$ cat config.mk
export PLATFORM = sky130hd
export DESIGN_NAME = fault_xor_tree
export DESIGN_NICKNAME = d
export VERILOG_FILES = /design/src/rtl/fault_xor_tree.sv
export SDC_FILE = /design/constraint.sdc
export NUM_CORES = 1
export LEC_CHECK = 0
export ABC_CLOCK_PERIOD_IN_PS = 2350
export BUFFER_PORTS_ARGS = -buffer_cell sky130_fd_sc_hd__buf_2
export CAP_MARGIN = 5
export CORE_AREA = 2 2 106 67
export CTS_CLUSTER_SIZE = 14
export DETAILED_ROUTE_END_ITERATION = 10
export DIE_AREA = 0 0 108 69
export GPL_TIMING_DRIVEN = 0
export PLACE_DENSITY = 0.6
export SLEW_MARGIN = 20
export SYNTH_ARGS = -nofsm -noshare
export SYNTH_HDL_FRONTEND = slang
export SYNTH_SLANG_ARGS = --single-unit
$ cat constraint.sdc
create_clock -name clk -period 2.35 [get_ports clk]
set_clock_uncertainty 0.05 [all_clocks]
set_input_delay 0.47 -clock clk [delete_from_list [all_inputs] [get_ports clk]]
set_output_delay 0.47 -clock clk [all_outputs]
set_load 0.1 [all_outputs]
$ cat src/rtl/fault_xor_tree.sv
// fault_xor_tree
//   Pipelined XOR reduction (parity) of WIDTH inputs with per-site fault
//   injection. Sites 0..WIDTH-1 are the din bits (faulted at capture), site
//   WIDTH is the output (faulted at the input of the final register).
//   Each site can be none / stuck-0 / stuck-1 / invert. One transient fault
//   may be counting down at a time; when it expires its site returns to none.
//
// Ports
//   clk, rst         clock, synchronous active-high reset
//   in_valid, din    sample to reduce (no backpressure)
//   out_valid, dout  result STAGES cycles after capture; dout holds on bubbles
//   fault_wr         write a fault record (fault_sel, fault_mode, fault_dur)
//   fault_clr        clear all sites and cancel any transient; beats fault_wr
//   fault_busy       a transient fault is counting down
//   fault_err        one-cycle pulse after a rejected write
//
// Build option
//   FAULT_REGISTER_EN  simulation-only reporting of fault sites and fault
//                      events; the logic is identical either way.

module fault_xor_tree #(
  parameter int WIDTH  = 8,
  parameter int STAGES = 2,
  parameter int CNTW   = 8,
  localparam int SELW  = $clog2(WIDTH + 1)
) (
  input  logic             clk,
  input  logic             rst,
  input  logic             in_valid,
  input  logic [WIDTH-1:0] din,
  output logic             out_valid,
  output logic             dout,
  input  logic             fault_wr,
  input  logic [SELW-1:0]  fault_sel,
  input  logic [1:0]       fault_mode,
  input  logic [CNTW-1:0]  fault_dur,
  input  logic             fault_clr,
  output logic             fault_busy,
  output logic             fault_err
);

  localparam logic [1:0] MODE_NONE = 2'b00;
  localparam logic [1:0] MODE_S0   = 2'b01;
  localparam logic [1:0] MODE_S1   = 2'b10;
  localparam logic [1:0] MODE_INV  = 2'b11;

  function automatic logic apply_fault(logic b, logic [1:0] m);
    case (m)
      MODE_S0:  return 1'b0;
      MODE_S1:  return 1'b1;
      MODE_INV: return ~b;
      default:  return b;
    endcase
  endfunction

  // ---------------- fault state ----------------
  logic [1:0]      mode_q [WIDTH+1];
  logic [1:0]      mode_d [WIDTH+1];
  logic [CNTW-1:0] timer_q, timer_d;
  logic [SELW-1:0] tsite_q, tsite_d;
  logic            err_q, err_d;
  logic            sel_ok, accept, reject;

  assign fault_busy = (timer_q != '0);
  assign fault_err  = err_q;

  assign sel_ok = (fault_sel <= SELW'(WIDTH));
  assign accept = fault_wr & ~fault_clr & sel_ok & ~((fault_dur != '0) & fault_busy);
  assign reject = fault_wr & ~fault_clr & ~accept;

  always_comb begin
    mode_d  = mode_q;
    timer_d = timer_q;
    tsite_d = tsite_q;
    err_d   = reject;
    if (fault_clr) begin
      for (int i = 0; i <= WIDTH; i++) mode_d[i] = MODE_NONE;
      timer_d = '0;
    end else if (accept) begin
      // A permanent write (dur 0) zeroes the timer, cancelling any transient;
      // the previously transient site then keeps its mode.
      mode_d[fault_sel] = fault_mode;
      timer_d           = fault_dur;
      tsite_d           = fault_sel;
    end else if (timer_q != '0) begin
      timer_d = timer_q - 1'b1;
      if (timer_q == CNTW'(1)) mode_d[tsite_q] = MODE_NONE;
    end
  end

  always_ff @(posedge clk) begin
    if (rst) begin
      for (int i = 0; i <= WIDTH; i++) mode_q[i] <= MODE_NONE;
      timer_q <= '0;
      tsite_q <= '0;
      err_q   <= 1'b0;
    end else begin
      mode_q  <= mode_d;
      timer_q <= timer_d;
      tsite_q <= tsite_d;
      err_q   <= err_d;
    end
  end

  // ---------------- datapath ----------------
  logic [WIDTH-1:0]  din_f;
  logic [STAGES-1:0] vld_q, vld_d;
  logic [STAGES-1:0] par_q, par_d;
  logic [STAGES-1:0] stg_in;

  always_comb begin
    din_f = din;
    for (int i = 0; i < WIDTH; i++) din_f[i] = apply_fault(din[i], mode_q[i]);
  end

  always_comb begin
    vld_d     = '0;
    stg_in    = '0;
    vld_d[0]  = in_valid;
    stg_in[0] = ^din_f;
    for (int s = 1; s < STAGES; s++) begin
      vld_d[s]  = vld_q[s-1];
      stg_in[s] = par_q[s-1];
    end
    par_d = stg_in;
    // Final stage only loads on a valid sample so dout holds across bubbles;
    // the output-site fault is taken from the state current at this stage.
    par_d[STAGES-1] = vld_d[STAGES-1] ? apply_fault(stg_in[STAGES-1], mode_q[WIDTH])
                                      : par_q[STAGES-1];
  end

  always_ff @(posedge clk) begin
    if (rst) begin
      vld_q <= '0;
      par_q <= '0;
    end else begin
      vld_q <= vld_d;
      par_q <= par_d;
    end
  end

  assign out_valid = vld_q[STAGES-1];
  assign dout      = par_q[STAGES-1];

`ifdef FAULT_REGISTER_EN
  initial begin
    for (int i = 0; i < WIDTH; i++) $display("register  %m.site_%0d input", i);
    $display("register  %m.site_%0d output", WIDTH);
  end

  always @(posedge clk) begin
    if (!rst) begin
      if (accept)
        $display("%m: fault write site=%0d mode=%0d dur=%0d t=%0t",
                 fault_sel, fault_mode, fault_dur, $time);
      if (reject)
        $display("%m: fault write rejected site=%0d mode=%0d t=%0t",
                 fault_sel, fault_mode, $time);
      if (!fault_clr && !accept && timer_q == CNTW'(1))
        $display("%m: transient expired site=%0d mode=%0d t=%0t",
                 tsite_q, MODE_NONE, $time);
    end
  end
`endif

endmodule

==> PnR_summary.wiki, run 1 <==
{| class="wikitable"
! Metric !! Value
|-
| Outcome || finished with violations
|-
| Failing checks || negative setup slack
|-
| Hold crit path type || in2reg
|-
| Number of vias per cell || 5.580
|-
| Share of total power in combinational logic || 0.559
|-
| Type of the worst setup path || reg2reg
|-
| Data required time at the worst endpoint || 2.52 ns
|-
| Tightest Pin Transition || 0.6299 ns
|-
| Placed cell count || ~370
|-
| PD cells || roughly 1300 mW/mm^2
|-
| Remaining Overflow, GRT || 0
|-
| Largest delay contributor family on the critical path || simple AND/OR/NAND/NOR gates
|-
| Diode count || 0
|-
| Count of TritonRoute iterations in the first routing pass || 5
|-
| Shortest period the worst path allows || 2.365 ns
|-
| Internal Pwr Total || around 0.0018 W
|-
| Unrepaired setup endpoints after global routing || true
|-
| Mapped Avg Cell Area || 7.936 um^2
|-
| Worst endpoint data arrival time || 2.54 ns
|-
| Clk slew on worst S/H paths || around 0.07 ns
|-
| Count of routing violations after the opening detailed-route iteration || 247
|-
| Leak Pwr || 0.8996 nW
|-
| Remaining design rule violation count || 0
|-
| Number of sinks driven by the clock tree || 35
|-
| Overall die width || 108 um
|-
| Post-synthesis sequential area ratio || 0.3476
|-
| Maximum single-stage delay on the critical path || 0.41 ns
|-
| Net Count, Synth || 283
|-
| Most used DFF post-synth || dfxtp_1
|-
| Antenna violations before repair || 0
|-
| Routability Congestion || 0.8904
|-
| Final-layout fill cell count || ~700
|-
| Top cells by area in the synthesized netlist || dfxtp_1, o21ai_0, nand2_1, o211ai_1, nand4_1
|-
| Largest fanout on the critical path || 8
|-
| Critical path cell sequence || inv_2 -> ha_4 -> or3b_4 -> nor2_4 -> inv_6 -> a2111oi_4 -> buf_4 -> or3b_1 -> o21ai_1
|-
| Area leader, netlist || dfxtp_1
|-
| Netlist Area Pre-Place || roughly 0.0020 mm^2
|-
| Vias || 2165
|-
| DR WL/cell || 16.12 um
|-
| Unique masters post-synth || 41
|-
| Estimated wirelength of the detail-placed design || 4.763 mm
|-
| Portion of total power attributed to the clock network || 0.202
|-
| Number of flops mapped to enable cells by yosys || 0
|-
| Vert. Die Dim || slightly below 70 um
|-
| Maximum clock insertion buffer count || 2
|-
| Switching pwr || 0.001432 W
|-
| Via count of the first global-routing pass || 1880
|-
| Share of total power in sequential cells || 0.238
|-
| IO Count || 31
|-
| Category of the worst setup path capture point || flop
|-
| Clock insertion delay at the later pin of the skew report || between 0.2 and 0.3 ns
|-
| Global-route usage over all layers || 0.1739
|-
| Headroom to the max-slew limit || 0.5762
|-
| Share of Yosys cell area claimed by the top area cell type || 0.3476
|-
| Synthesized instance count || 254
|-
| Fraction of final layout cells with drive strength greater than 1 || 0.2326
|-
| Area of the placeable core || about 0.0065 mm^2
|-
| Max_cap viols || 0
|-
| Total die area || approximately 0.0075 mm^2
|-
| Final slew viol count || 0
|-
| Count of buffers from port buffering || 28
|-
| Total of endpoints with negative setup slack in the final report || 1
|-
| Area Growth Syn to Fin || 26.01%
|-
| Wire length of the first global-routing pass || 10.08 mm
|-
| Antenna-violating nets left || 0
|-
| Clock root buffer || clkbuf_8
|-
| Starting utilization of the core area || 0.3113
|-
| Wire length after detailed routing || approximately 6.3 mm
|-
| Number of hold violations in the final report || 0
|-
| H-tree depth reported by CTS || 2
|-
| Startpoint type of the worst setup path || flop
|-
| Final worst slack || -0.01528 ns
|-
| Share of synthesized registers carrying an async set or reset || 0
|-
| Synth warnings || 0
|-
| Bufs and invs on worst path || 3
|-
| Period utilisation layout || 1.007
|-
| Final standard cell count with taps included and fillers excluded || 388
|-
| Pin count of the biggest net entering global routing || 13
|-
| Net count of the finished layout || approximately 330
|-
| Max IR drop VDD || 571.2 uV
|-
| Final hold slack || between 0.3 and 0.4 ns
|-
| CTS Buf Count || 5
|-
| Switch share || 0.4450
|-
| Num rows || 23
|-
| Slowest cell on the critical path || or3b_4
|-
| CTS tree || built
|-
| Peak clock frequency supported by timing || 422.8 MHz
|-
| Post-synthesis register bit count || 35
|}
-- final cells by class --
type	instances	area, um^2	area share
timing repair buffer	39	229.0	0.09015
buffer	11	45.04	0.01773
clock inverter	3	67.56	0.02660
clock buffer	5	68.82	0.02709
inverter	7	31.28	0.01232
sequential	35	705.7	0.2778
multi-input combinational	201	1284	0.5054
tap	87	108.9	0.04286
-- registers in the layout, summed over array words and instances (netlist names) --
signal	flops
vld_q	2
fault_err	1
tsite_q	4
timer_q	8
par_q	2
mode_q	18
-- final timing paths --
kind | from | endpoint | slack (ns) | cells after the start
setup / recovery | timer_q[1] | mode_q[6] | -0.02 | 9
hold / removal | in_valid | vld_q[0] | 0.33 | 2
setup reg to reg | timer_q[1] | mode_q[6] | -0.02 | 9
hold reg to reg | vld_q[0] | par_q[1] | 0.42 | 1
-- cells by family (layout without fill, tap and decap cells) --
logic type	after synthesis	after routing	synth area share
and+or+nand+nor	120	120	0.3284
AOI/OAI and AO/OA	74	74	0.2545
DFF	35	35	0.3476
buffers and inverters	18	65	0.03352
xor gates and xnor gates	3	3	0.01304
adders and majority gates	2	2	0.01241
muxes	2	2	0.01055
-- per-layer routing --
| layer | routed length [um] | global-route usage | part of all wire | up-vias |
|---|---|---|---|---|
| met4 | 26 | 0.02991 | 0.0042 | 0 |
| met3 | 506 | 0.05298 | 0.081 | 5 |
| li1 | - | - | - | 1065 |
| met1 | 3327 | 0.2855 | 0.53 | 1000 |
| met2 | 2394 | 0.2159 | 0.38 | 95 |
| met5 | 0 | 0 | 0 | - |
-- power by group through the flow --
stage | logic (W) | clock network, W | registers, W
6_report | 0.00180 | 0.000651 | 0.000767
5_1_grt | 0.00195 | 0.000697 | 0.000778
4_1_cts | 0.00163 | 0.000663 | 0.000760
3_5_place_dp | 0.00150 | 0 | 0.000771
3_3_place_gp | 0.00150 | 0 | 0.000770
2_1_floorplan | 0.00119 | 0 | 0.000766
-- metrics by stage --
stage               utilization  setup WS [ns]  area (um^2)  setup TNS (ns)  power, W
global placement         0.3513        -0.2979         2275          -5.623  0.002268
detailed placement       0.3513        -0.2815         2275          -5.513  0.002272
finish                   0.3923       -0.01528         2540        -0.01528  0.003219
CTS                      0.3797       0.004371         2459               0  0.003048
global route             0.3923        -0.1067         2540         -0.2776  0.003428
floorplan                     -        0.01705         2026               0  0.001957
-- cell usage after synthesis, drive strengths merged, types with 2 or more instances --
master	count
dfxtp	35
nand2	26
o21ai	21
a21oi	14
nand4	14
nor2	14
nor3	13
o211ai	13
clkbuf	10
nand3	9
a211oi	7
inv	7
nand2b	6
nor4	6
or2	5
or3b	5
a211o	4
and2	4
nor2b	4
o311ai	4
or4	4
and3	3
o2111ai	3
o211a	3
xnor2	3
ha	2
nand3b	2
nor3b	2
o31ai	2
-- placed cells by master (no fill, tap or decap), types with 2 or more instances in the layout --
cell       Yosys  routed
inv_1          6       4
a211o_1        4       4
nand2_1       26      26
o211a_1        3       3
clkbuf_1      10       7
o21ai_0       21      17
o31ai_1        2       2
clkbuf_2       0       3
buf_2          0      27
or3b_1         5       4
nor2_1        13      13
and2_1         4       4
bufinv_16      0       2
clkbuf_8       0       5
o2111ai_1      3       2
or2_2          5       5
nand3b_1       2       2
or4_1          3       3
and3_1         3       3
o21ai_1        0       3
nor2b_1        4       4
nor4_1         6       5
nand2b_1       6       6
o311ai_0       4       4
a21oi_1       14      14
nand3_1        9       9
buf_4          0      11
dfxtp_1       35      33
nor3_1        13      13
nand4_1       14      14
a211oi_1       7       7
nor3b_1        2       2
o211ai_1      13      13
inv_2          1       2
xnor2_1        3       3
-- repair_timing --
item	4_1_cts	5_1_grt
setup endpoints to repair	25	26
gates resized for setup	7	13
buffers inserted	3	8
hold buffers	0	0
pin swaps	2	4
No activity file was read; power rests on OpenSTA's default activity.
==> inputs of run 2 (changes only) <==
==> constraint.sdc (replaced) <==
create_clock -name clk -period 2.35 [get_ports clk]
set_clock_uncertainty 0.05 [all_clocks]
set_input_delay 0.1175 -clock clk [delete_from_list [all_inputs] [get_ports clk]]
set_output_delay 0.1175 -clock clk [all_outputs]
set_load 0.1 [all_outputs]
==> run 2 against run 1 <==
Effect of this change: the flow still finishes with violations (negative setup slack); power up 0.44%; cell count up 0.77%; largest cell class unchanged; clock power hardly changed.
==> PnR_summary.wiki, run 2 (synthesized netlist as in run 1, its figures left out) <==
{| class="wikitable"
! Metric !! Value
|-
| Fraction of final layout cells with drive strength greater than 1 || 0.2270 (-0.005584)
|-
| DR WL/cell || 16.14 um (+0.14%)
|-
| Type of the worst setup path || reg2reg
|-
| Pin count of the biggest net entering global routing || 13 (unchanged)
|-
| Peak clock frequency supported by timing || 424.5 MHz (+0.42%)
|-
| Critical path cell sequence || inv_2 -> ha_4 -> or3b_4 -> nor2_4 -> inv_6 -> a2111oi_4 -> buf_4 -> or3b_1 -> o21ai_1
|-
| Met1 layer usage reported by global route || 0.2867 (+0.001156)
|-
| Area after DPL || 0.002275 mm^2 (unchanged)
|-
| Worst endpoint data arrival time || 2.53 ns (about the same)
|-
| Count of routing violations after the opening detailed-route iteration || 218 (-12%)
|-
| Global-route usage over all layers || 0.1735 (-0.0003953)
|-
| Commonest cells after routing, fill and taps aside || dfxtp_1, buf_2, nand2_1
|-
| Area of the placeable core || 0.006475 mm^2 (unchanged)
|-
| Startpoint type of the worst setup path || flop
|-
| Met3 usage || 0.05298 (unchanged)
|-
| Area Growth Syn to Fin || 26.32%
|-
| Wire length after detailed routing || 6.312 mm (+0.91%)
|-
| Remaining design rule violation count || 0 (unchanged)
|-
| Antenna violations before repair || 0 (unchanged)
|-
| Total Neg Setup Slack || -0.005477 ns (+0.009802 ns)
|-
| Final Instance Area || 0.002546 mm^2 (+0.25%)
|-
| Max IR drop VDD || 474.5 uV (-17%)
|-
| Clock root buffer || clkbuf_8
|-
| Period utilisation layout || 1.002 (-0.004171)
|-
| Placed cell count || 369 (unchanged)
|-
| Clk slew on worst S/H paths || 0.07 ns (about the same)
|-
| Largest register by flop count || mode_q
|-
| Largest delay contributor family on the critical path || simple AND/OR/NAND/NOR gates
|-
| Reg2Reg Depth || 9 (unchanged)
|-
| Number of hold violations in the final report || 0 (unchanged)
|-
| Vert. Die Dim || 69 um (unchanged)
|-
| Count of TritonRoute iterations in the first routing pass || 5 (unchanged)
|-
| Final hold slack || 0.02117 ns (-0.3123 ns)
|-
| Starting utilization of the core area || 0.3113 (unchanged)
|-
| Largest fanout on the critical path || 8 (unchanged)
|-
| Shortest period the worst path allows || 2.355 ns (-0.009802 ns)
|-
| Slowest cell on the critical path || or3b_4
|-
| Remaining Overflow, GRT || 0 (unchanged)
|-
| Headroom to the max-slew limit || 0.5113 (-0.06488)
|-
| Most common library cell in the layout ignoring fill and taps || dfxtp_1
|-
| CTS Buf Count || 5 (unchanged)
|-
| Sum of internal, switching and leakage power || 0.003233 W (+0.44%)
|-
| Maximum clock insertion buffer count || 2 (unchanged)
|-
| Grt peak-use layer || met1
|-
| Grt met2 use || 0.2131 (-0.002795)
|-
| Registers with the highest flip-flop counts || mode_q: 18 flops, timer_q: 8 flops, tsite_q: 4 flops
|-
| Number of vias per cell || 5.545 (-0.63%)
|-
| Diode count || 0 (unchanged)
|-
| Total of endpoints with negative setup slack in the final report || 1 (unchanged)
|-
| Flip-flop count of the largest register, all copies and words added || 18 (unchanged)
|-
| Via count of the first global-routing pass || 1874 (-0.32%)
|-
| Final slew viol count || 0 (unchanged)
|-
| Clock insertion delay at the later pin of the skew report || 0.29 ns (about the same)
|-
| Count of buffers from port buffering || 28 (unchanged)
|-
| Leak Pwr || 0.9058 nW (+0.68%)
|-
| Launch point of the worst hold path || fault_dur[1]
|-
| Final standard cell count with taps included and fillers excluded || 391 (+0.77%)
|-
| Hold crit path type || in2reg
|-
| Max_cap viols || 0 (unchanged)
|-
| PD cells || 1270 mW/mm^2 (+0.20%)
|-
| Critical path origin || timer_q[1]
|-
| Number of sinks driven by the clock tree || 35 (unchanged)
|-
| Final worst slack || -0.005477 ns (+0.009802 ns)
|-
| CTS tree || built
|-
| Instance count along the most critical hold path || 3 (+1)
|-
| Estimated wirelength of the detail-placed design || 4.763 mm (unchanged)
|-
| Routability Congestion || 0.8904 (unchanged)
|-
| Maximum single-stage delay on the critical path || 0.41 ns (about the same)
|-
| Wire length of the first global-routing pass || 10.08 mm (unchanged)
|-
| Worst r2r src || timer_q[1]
|-
| Outcome || finished with violations
|-
| Antenna-violating nets left || 0 (unchanged)
|-
| Bufs and invs on worst path || 3 (unchanged)
|-
| Net count of the finished layout || 332 (+0.91%)
|-
| Tightest Pin Transition || 0.7263 ns (+0.09644 ns)
|-
| IO Count || 31 (unchanged)
|-
| H-tree depth reported by CTS || 2 (unchanged)
|-
| Unrepaired setup endpoints after global routing || true
|-
| Overall die width || 108 um (unchanged)
|-
| Data required time at the worst endpoint || 2.52 ns (about the same)
|-
| Category of the worst setup path capture point || flop
|-
| Failing checks || negative setup slack
|-
| Vias || 2168 (+0.14%)
|-
| CP Depth || 9 (unchanged)
|-
| Num rows || 23 (unchanged)
|-
| Total die area || 0.007452 mm^2 (unchanged)
|}
## run 2: worst paths after layout
path | end | slack, ns
worst max-delay path | mode_q[6] | -0.005
worst min-delay path | timer_q[1] | 0.02
worst max register to register | mode_q[6] | -0.005
worst min register to register | par_q[1] | 0.41
## run 2: metal layers
layer,vias to the layer above,part of all wire
met5,-,0
met4,0,0.0040
met3,4,0.086
met2,103,0.38
met1,988,0.53
li1,1073,-
## run 2: area by class of cell
cell class / count / area, um^2
buffer: 11 / 43.79
clock buffer: 5 / 68.82
clock inverter: 3 / 67.56
fill: 694 / 3929
inverter: 7 / 31.28
multi-input combinational: 201 / 1272
sequential: 35 / 705.7
tap: 87 / 108.9
timing repair buffer: 42 / 247.7
## run 2: what timing repair did
action / 4_1_cts / 5_1_grt
pin swaps: 2 / 4
resized for setup: 4 / 11
endpoints found under the hold margin: 1 / 0
setup endpoints to repair: 24 / 22
setup buffers: 3 / 10
hold buffers: 1 / 0
## run 2: worst min-delay path, stage by stage
cell and delay [ns]:
buf_2 0.11, nand2_1 0.05, a21oi_1 0.05
## run 2: stage by stage
stage	util	setup slack (ns)
floorplan	-	0.01705
global placement	0.3513	-0.1530
detailed placement	0.3513	-0.1591
CTS	0.3795	0.008103
global route	0.3932	-0.1029
finish	0.3932	-0.005477
## run 2: where the power goes
group	switching, W	total [W]	internal (W)	leakage, nW
sequential	0.0000952	0.000768	0.000672	0.285
combinational	0.00111	0.00181	0.000701	0.556
clock	0.000228	0.000651	0.000423	0.0644
total	0.00144	0.00323	0.00180	0.906
